`config.mk`:
```
export PLATFORM = sky130hd
export DESIGN_NAME = stream_arb_mux
export DESIGN_NICKNAME = d
export VERILOG_FILES = /design/src/rtl/stream_arb_mux_pkg.sv /design/src/rtl/stream_arb_mux_rr_arbiter.sv /design/src/rtl/stream_arb_mux.sv
export SDC_FILE = /design/constraint.sdc
export NUM_CORES = 1
export LEC_CHECK = 0
export CORE_ASPECT_RATIO = 0.75
export CORE_UTILIZATION = 48
export CTS_CLUSTER_DIAMETER = 150
export DETAILED_ROUTE_END_ITERATION = 8
export MAX_ROUTING_LAYER = met4
export PLACE_DENSITY = 0.83
export SLEW_MARGIN = 40
export SYNTH_ARGS = -nofsm -noshare
export SYNTH_HDL_FRONTEND = slang
export SYNTH_SLANG_ARGS = --single-unit
```
`constraint.sdc`:
```
create_clock -name clk_i -period 6.3 [get_ports clk_i]
set_input_delay 1.26 -clock clk_i [delete_from_list [all_inputs] [get_ports clk_i]]
set_output_delay 1.26 -clock clk_i [all_outputs]
set_load 0.05 [all_outputs]
```
`src/rtl/stream_arb_mux_pkg.sv`:
```
// stream_arb_mux shared types and helpers.
// Arbitration mode enum and channel-index width function.
package stream_arb_mux_pkg;

  typedef enum logic {
    ARB_FIXED = 1'b0,
    ARB_RR    = 1'b1
  } arb_mode_e;

  function automatic int sel_width(input int n);
    return (n > 1) ? $clog2(n) : 1;
  endfunction

endpackage

```
`src/rtl/stream_arb_mux_rr_arbiter.sv`:
```
// Combinational rotating-priority arbiter.
// Search starts at ptr and wraps; ptr = 0 gives fixed priority.
module rr_arbiter
  import stream_arb_mux_pkg::*;
#(
  parameter int NUM_ELEM  = 6,
  parameter int SEL_WIDTH = sel_width(NUM_ELEM)
) (
  input  logic [NUM_ELEM-1:0]  req,
  input  logic [SEL_WIDTH-1:0] ptr,
  output logic [NUM_ELEM-1:0]  gnt,
  output logic [SEL_WIDTH-1:0] idx,
  output logic                 any
);

  int c;

  // first requester at or after ptr, wrapping
  always_comb begin
    gnt = '0;
    idx = '0;
    any = 1'b0;
    c   = 0;
    for (int i = 0; i < NUM_ELEM; i++) begin
      c = (int'(ptr) + i) % NUM_ELEM;
      if (!any && req[SEL_WIDTH'(c)]) begin
        gnt[SEL_WIDTH'(c)] = 1'b1;
        idx = SEL_WIDTH'(c);
        any = 1'b1;
      end
    end
  end

endmodule

```
`src/rtl/stream_arb_mux.sv`:
```
// Registered valid/ready N-to-1 arbitrating mux.
// Optional packet lock: define STREAM_ARB_MUX_LOCK_EN.
module stream_arb_mux
  import stream_arb_mux_pkg::*;
#(
  parameter int ELEM_WIDTH  = 8,
  parameter int NUM_ELEM    = 6,
  parameter int ROUND_ROBIN = 1,
  parameter int SEL_WIDTH   = sel_width(NUM_ELEM)
) (
  input  logic                                clk_i,
  input  logic                                rst_ni,
  input  logic [NUM_ELEM-1:0][ELEM_WIDTH-1:0] i_data_i,
  input  logic [NUM_ELEM-1:0]                 i_valid_i,
  output logic [NUM_ELEM-1:0]                 i_ready_o,
`ifdef STREAM_ARB_MUX_LOCK_EN
  input  logic [NUM_ELEM-1:0]                 i_last_i,
  output logic                                o_last_o,
`endif
  output logic [ELEM_WIDTH-1:0]               o_data_o,
  output logic [SEL_WIDTH-1:0]                o_sel_o,
  output logic                                o_valid_o,
  input  logic                                o_ready_i
);

  localparam arb_mode_e MODE =
    (ROUND_ROBIN != 0) ? ARB_RR : ARB_FIXED;

  logic                 load;
  logic                 xfer;
  logic [NUM_ELEM-1:0]  req;
  logic [NUM_ELEM-1:0]  gnt;
  logic [SEL_WIDTH-1:0] idx;
  logic                 any;
  logic [SEL_WIDTH-1:0] ptr;

  assign load = ~o_valid_o | o_ready_i;

`ifdef STREAM_ARB_MUX_LOCK_EN
  logic                 lock_q;
  logic [SEL_WIDTH-1:0] lock_idx_q;
  logic [NUM_ELEM-1:0]  lock_mask;

  // while locked only the owning channel may request
  always_comb begin
    lock_mask = '0;
    lock_mask[lock_idx_q] = 1'b1;
    req = lock_q ? (i_valid_i & lock_mask) : i_valid_i;
  end
`else
  assign req = i_valid_i;
`endif

  rr_arbiter #(
    .NUM_ELEM  (NUM_ELEM),
    .SEL_WIDTH (SEL_WIDTH)
  ) u_arb (
    .req (req),
    .ptr (ptr),
    .gnt (gnt),
    .idx (idx),
    .any (any)
  );

  assign i_ready_o = (rst_ni && load) ? gnt : '0;
  assign xfer      = any & load & rst_ni;

  if (MODE == ARB_RR) begin : g_rr
    logic [SEL_WIDTH-1:0] ptr_q;

    // pointer moves past the channel just served
    always_ff @(posedge clk_i) begin
      if (!rst_ni) begin
        ptr_q <= '0;
      end else if (xfer) begin
        if (idx == SEL_WIDTH'(NUM_ELEM - 1))
          ptr_q <= '0;
        else
          ptr_q <= idx + 1'b1;
      end
    end

    assign ptr = ptr_q;
  end else begin : g_fixed
    assign ptr = '0;
  end

  // output pipeline register
  always_ff @(posedge clk_i) begin
    if (!rst_ni) begin
      o_valid_o <= 1'b0;
      o_data_o  <= '0;
      o_sel_o   <= '0;
    end else if (load) begin
      if (xfer) begin
        o_valid_o <= 1'b1;
        o_data_o  <= i_data_i[idx];
        o_sel_o   <= idx;
      end else begin
        o_valid_o <= 1'b0;
      end
    end
  end

`ifdef STREAM_ARB_MUX_LOCK_EN
  // packet lock and last flag
  always_ff @(posedge clk_i) begin
    if (!rst_ni) begin
      lock_q     <= 1'b0;
      lock_idx_q <= '0;
      o_last_o   <= 1'b0;
    end else if (xfer) begin
      lock_q     <= ~i_last_i[idx];
      lock_idx_q <= idx;
      o_last_o   <= i_last_i[idx];
    end
  end
`endif

endmodule

```
* After elaboration in Yosys (flattened, before gate mapping) *
Cells that the tools add are included.

storage, ports and cells
  bits in registers = 15
  input port bits = 57
  output and inout bits = 18
  word-level logic and storage cells = 110

cells by class
  $add $sub $neg = 6
  divide/modulo/power cells = 6
  magnitude comparators = 13
  equality and inequality tests = 1
  mux-type cells = 53
  bitwise gates (word level) = 9
  reductions and logical operators = 18

operator list
  operator                                                                             count
  32-bit by 4-bit remainder unit with 32-bit output, second input constant             5
  6-bit 2-to-1 mux                                                                     7
  4-bit by 4-bit remainder unit with 32-bit output, second input constant              1
  3-bit by 5-bit < comparator with 1-bit output, second input constant                 6
  6-bit OR                                                                             5
  1-bit 2-to-1 mux                                                                     25
  8-bit binary-select mux with 3-bit select                                            1
  3-bit 2-to-1 mux                                                                     7
  1-bit binary-select mux with 3-bit select                                            6
  1-bit demux with 3-bit select                                                        6
  3-bit by 1-bit greater-or-equal comparator with 1-bit output, second input constant  6
  1-bit logical AND                                                                    12
  3-bit by 2-bit adder with 4-bit output, second input constant                        2
  3-bit by 3-bit adder with 4-bit output, second input constant                        2
  8-bit 2-to-1 mux                                                                     1
  1-bit logical NOT                                                                    5
  3-bit by 1-bit adder with 4-bit output, second input constant                        1
  3-bit by 4-bit < comparator with 1-bit output, second input constant                 1
  3-bit by 1-bit adder with 3-bit output, second input constant                        1
  3-bit equality test, second input constant                                           1
  1-bit bitwise AND                                                                    2
  2-bit AND reduction                                                                  1
  1-bit NOT                                                                            1
  1-bit OR                                                                             1

* Longest topological paths before layout *
  depth after elaboration = 23
  mapped depth = 19
  depth with buffers taken out = 15

* Cells and area by module *
A second synthesis with hierarchy kept.

unflattened totals
  cell total of the unflattened synthesis = 251
  area total of the unflattened synthesis = 2130.8 µm²

by module, submodules not included
  module          times used  cells each  area an instance (µm²)  sequential area each (µm²)
  rr_arbiter      1           149         1089.8                  0.0
  stream_arb_mux  1           102         1041.0                  300.3

* Least setup slack after synthesis *
OpenSTA, ideal clock, no wires.

  path type = register to output
  start = reg g_rr.ptr_q[0]
  end = out i_ready_o[2]
  arrival = 4.564 ns
  data required time = 5.040 ns
  setup slack = 0.476 ns
  stages on the path, launching flop included = 17
  path buffers = 3
  path through = dfxtp_1 > buf_4 > buf_4 > buf_1 > inv_1 > ha_1 > xnor2_4 > ha_1 > inv_1 > and3_4 > o31ai_1 > a311oi_2 > a211oi_2 > and3_1 > a211oi_1 > and2_1 > a211oi_1

between the ends
  word-level cells in the longest chain between the ends = 21
  elaborated cells on any way between the ends = 86

ends and longest elaborated chain
  what                                                                                                        RTL line                         text
  start, declared                                                                                             stream_arb_mux.sv:69             logic [SEL_WIDTH-1:0] ptr_q;
  start signal, assigned                                                                                      stream_arb_mux.sv:79             ptr_q <= idx + 1'b1;
  parallel branches: the longest is 19 deep, another holds 32-bit by 4-bit remainder unit with 32-bit output  --
  6-bit 2-to-1 mux *                                                                                          stream_arb_mux_rr_arbiter.sv:26  if (!any && req[SEL_WIDTH'(c)]) begin
  6-bit 2-to-1 mux *                                                                                          stream_arb_mux.sv:65             assign i_ready_o = (rst_ni && load) ? gnt : '0;
  end, declared                                                                                               stream_arb_mux.sv:15             output logic [NUM_ELEM-1:0] i_ready_o,

Mark *: on every way between the ends. The select of a mux whose other input is x is not followed.

* Worst setup path in the final report *
  start = in i_valid_i[2]
  end = out i_ready_o[0]

between the ends
  word-level cells in the longest chain between the ends = 20
  elaborated cells on any way between the ends = 45

ends and longest elaborated chain
  what                                                 RTL line                         text
  start, declared                                      stream_arb_mux.sv:14             input logic [NUM_ELEM-1:0] i_valid_i,
  1-bit binary-select mux with 3-bit select            stream_arb_mux_rr_arbiter.sv:26
  1-bit 2-to-1 mux (not written as such) (2 in a row)  stream_arb_mux_rr_arbiter.sv:26
  1-bit 2-to-1 mux                                     stream_arb_mux_rr_arbiter.sv:26
  1-bit logical NOT                                    stream_arb_mux_rr_arbiter.sv:26
  1-bit logical AND                                    stream_arb_mux_rr_arbiter.sv:26
  1-bit 2-to-1 mux                                     stream_arb_mux_rr_arbiter.sv:26
  1-bit logical NOT                                    stream_arb_mux_rr_arbiter.sv:26
  1-bit logical AND                                    stream_arb_mux_rr_arbiter.sv:26
  (+3 left out)                                        --
  1-bit 2-to-1 mux                                     stream_arb_mux_rr_arbiter.sv:26
  1-bit logical NOT                                    stream_arb_mux_rr_arbiter.sv:26
  1-bit logical AND                                    stream_arb_mux_rr_arbiter.sv:26
  1-bit 2-to-1 mux                                     stream_arb_mux_rr_arbiter.sv:26
  1-bit logical NOT                                    stream_arb_mux_rr_arbiter.sv:26
  1-bit logical AND                                    stream_arb_mux_rr_arbiter.sv:26
  6-bit 2-to-1 mux *                                   stream_arb_mux_rr_arbiter.sv:26
  6-bit 2-to-1 mux *                                   stream_arb_mux.sv:65

Every way passes the cells marked *; elsewhere a longest branch is shown, timed or not. The select of a mux whose other input is x is not followed.

==> summary.md <==
| Metric | Value |
|---|---|
| Status | `finished, final reports clean` |
| Clock slew at reported path FFs | `0.07 ns` |
| WL/cell | `about 17 um` |
| Crit-path leading delay family | `buffers and inverters` |
| First-pass GRT wire length | `11250 um` |
| Layout cells sized above 1 | `0.1250` |
| Number of global-route vias before repair | `2312` |
| Largest fanout on the critical path | `6` |
| Worst Path Required | `approximately 5 ns` |
| HP Class | `reg2reg` |
| Largest net degree at the start of global routing | `26` |
| CTS sink count | `15` |
| Synthesized flop and latch total | `15` |
| Prevailing post-synth register cell | `dfxtp_1` |
| Clk buf depth | `2` |
| CP max stage delay | `0.81 ns` |
| Max Cap Viol | `0` |
| Die W | `just over 80 um` |
| Crit path max-delay cell type | `clkdlybuf4s50_1` |
| Worst skew pair latency | `0.25 ns` |
| First drt pass iteration count | `5` |
| Routed WL | `6850 um` |
| Mapped Avg Cell Area | `~8.4 um^2` |
| DRC Markers | `0` |
| Initial DRC Count | `about 300` |
| GPL Wtd Cong | `1.002` |
| H-tree depth | `1` |
| Gate Count Post-Synth | `277` |
| Total gr overflow | `0` |
| Capturing element type of the critical path | `primary output` |
| Fin crit period | `5.976 ns` |
| GRT Resource Usage Total | `0.2899` |
| Post-synth ARST share | `0` |
| Clock root buffer | `clkbuf_8` |
| Port Buffer Count | `74` |
| Crit share post-route | `0.9485` |
| Worst setup SP type | `input pin` |
| Post-DP HPWL | `5605 um` |
| WP data arrival | `~4.7 ns` |
| Setup CP Type | `in2out` |
| Layout Nets | `416` |
| RSZ-0062 raised after global routing | `false` |
| Netlist cell types | `slightly above 70` |
| Max Clock Freq | `~170 MHz` |
| Initial Utilization | `0.5103` |
| Hold Vio Cnt, Final | `0` |
| Pins over their slew limit | `0` |
| Yosys warnings | `0` |
| Post-route worst hold slack | `roughly 0.5 ns` |
| Seq/Total Area, Yosys | `0.1294` |
| Final Setup Violations | `0` |
| Total die area | `between 5000 and 6000 um^2` |
| Setup_tns | `0 ns` |
| Cell Chain, Critical Path | `clkdlybuf4s50_1, mux2i_2, mux2i_1, a211oi_2, and2_4, and3_4, nand2_2, o41ai_1, mux2i_1, nor2_1, clkdlybuf4s50_1` |
| ANT cells | `0` |
| Fill count | `roughly 400` |
| DR vias/cell | `~6.1` |
| Area Growth Syn to Fin | `34.03%` |
| CTS tree | `built` |
| Final setup skew | `between 0.006 and 0.007 ns` |
| Tightest Pin Transition | `~0.63 ns` |
| Via count | `2463` |
| Hold-fix buffers at CTS | `0` |
| Mapped Nets | `~350` |
| Final ANT Viol Nets | `0` |
| Buf/Inv on CP | `2` |
| Post-Syn Area | `between 2000 and 2500 um^2` |
| Std cell rows | `21` |
| Die height | `between 60 and 70 um` |
| Relative slew slack | `0.5815` |
| Initial antenna violation count | `0` |
| CTS buffer count | `3` |
| Top-level I/O count | `75` |
| EDFF count, synth | `0` |
| Core area | `4546 um^2` |
==> tightest hold or removal path, cell delays in order (launching register included) <==
cell	delay, ns
dfxtp_1	0.31
nand3_1	0.06
o21ai_0	0.07
==> repair_timing <==
action | in CTS | in global routing
endpoints found under the setup margin | 0 | 3
resized for setup | 0 | 1
hold endpoints to repair | 0 | 0
buffers inserted | 0 | 0
==> flip-flops by register name (all words and copies together) (netlist names) <==
register / cells
g_rr.ptr_q: 3
o_data_o: 8
o_sel_o: 3
o_valid_o: 1
==> cells in the mapped netlist (2+ instances only) <==
| master | n | share of area |
|---|---|---|
| a2bb2oi_1 | 2 | 0.0076 |
| buf_2 | 2 | 0.0043 |
| nand2_1 | 18 | 0.029 |
| a31oi_1 | 5 | 0.013 |
| nand3_1 | 15 | 0.032 |
| a211oi_1 | 5 | 0.016 |
| or2_1 | 2 | 0.0054 |
| o211a_1 | 2 | 0.0086 |
| a21oi_1 | 12 | 0.026 |
| nor4b_1 | 5 | 0.019 |
| xnor2_1 | 4 | 0.015 |
| ha_1 | 14 | 0.076 |
| o21a_1 | 4 | 0.013 |
| a21o_1 | 6 | 0.019 |
| nor2b_1 | 2 | 0.0054 |
| mux2i_1 | 34 | 0.15 |
| buf_6 | 3 | 0.015 |
| mux2_2 | 7 | 0.034 |
| o21ai_0 | 3 | 0.0065 |
| and3_4 | 2 | 0.0097 |
| nor4_1 | 3 | 0.0081 |
| a31o_2 | 3 | 0.011 |
| a211o_1 | 5 | 0.019 |
| mux2i_2 | 2 | 0.012 |
| clkbuf_1 | 4 | 0.0065 |
| o31ai_1 | 9 | 0.029 |
| and2_1 | 3 | 0.0081 |
| dfxtp_1 | 15 | 0.13 |
| and3_1 | 3 | 0.0081 |
| nand2b_1 | 6 | 0.016 |
| buf_4 | 4 | 0.013 |
| nor3_1 | 6 | 0.013 |
| inv_1 | 10 | 0.016 |
| a211oi_2 | 2 | 0.011 |
| a2111oi_0 | 3 | 0.011 |
| nor2_1 | 16 | 0.026 |
==> area by class of cell <==
type / instances / area, um^2 / share of cell area
clock buffers: 3 / 41.29 / 0.01328
clock inverters: 1 / 5.005 / 0.001610
inverters: 12 / 47.55 / 0.01529
multi-input cells: 236 / 1882 / 0.6052
flip-flops and latches: 15 / 301.5 / 0.09698
well taps: 57 / 71.32 / 0.02294
repair buffers: 77 / 760.7 / 0.2447
==> layout by cell type (no fill, tap or decap), drive strengths merged, types with 5 or more instances in the layout <==
cell / count
a211o: 5
a21o: 6
mux2i: 36
mux2: 7
nor2: 16
dfxtp: 15
nor4b: 5
o31ai: 9
and3: 5
inv: 12
a31oi: 6
xnor2: 6
a21oi: 14
nand2: 19
clkdlybuf4s50: 73
ha: 14
nand3: 15
nand2b: 6
nor3: 7
a211oi: 7
==> metal layers <==
metal / GRT usage / part of all wire
met1: 0.4027 / 0.48
met2: 0.4256 / 0.43
met3: 0.06765 / 0.072
met4: 0.05482 / 0.017
met5: - / 0
==> path summary, 6_finish.rpt <==
| check | start | cells past startpoint | slack, ns | endpoint |
|---|---|---|---|---|
| hold / removal | o_sel_o[1] | 2 | 0.49 | o_sel_o[1] |
| hold reg to reg | o_sel_o[1] | 2 | 0.49 | o_sel_o[1] |
| setup / recovery | i_valid_i[2] | 11 | 0.32 | i_ready_o[0] |
| setup reg to reg | g_rr.ptr_q[2] | 15 | 1.80 | o_data_o[5] |
==> through the flow <==
step / std cells / util / instance area [um^2] / setup WS, ns
2_1_floorplan: 277 / - / 2320 / 0.4757
3_3_place_gp: 397 / 0.6730 / 3059 / 0.5067
3_5_place_dp: 397 / 0.6730 / 3059 / 0.3805
4_1_cts: 401 / 0.6832 / 3105 / 0.2621
5_1_grt: 401 / 0.6840 / 3109 / 0.09628
6_report: 401 / 0.6840 / 3109 / 0.3245
==> cells by family after synthesis <==
group | synth area share
buffers and inverters | 0.06041
flip-flops | 0.1295
AND/OR/NAND/NOR | 0.2141
AO/OA/AOI/OAI | 0.2940
XOR/XNOR | 0.03398
multiplexers | 0.1926
adder cells (fa/ha/maj) | 0.07551
Power is left out: the tool's default activity adds up to more than one toggle a clock period on the data nets, which glitch-free logic cannot reach.
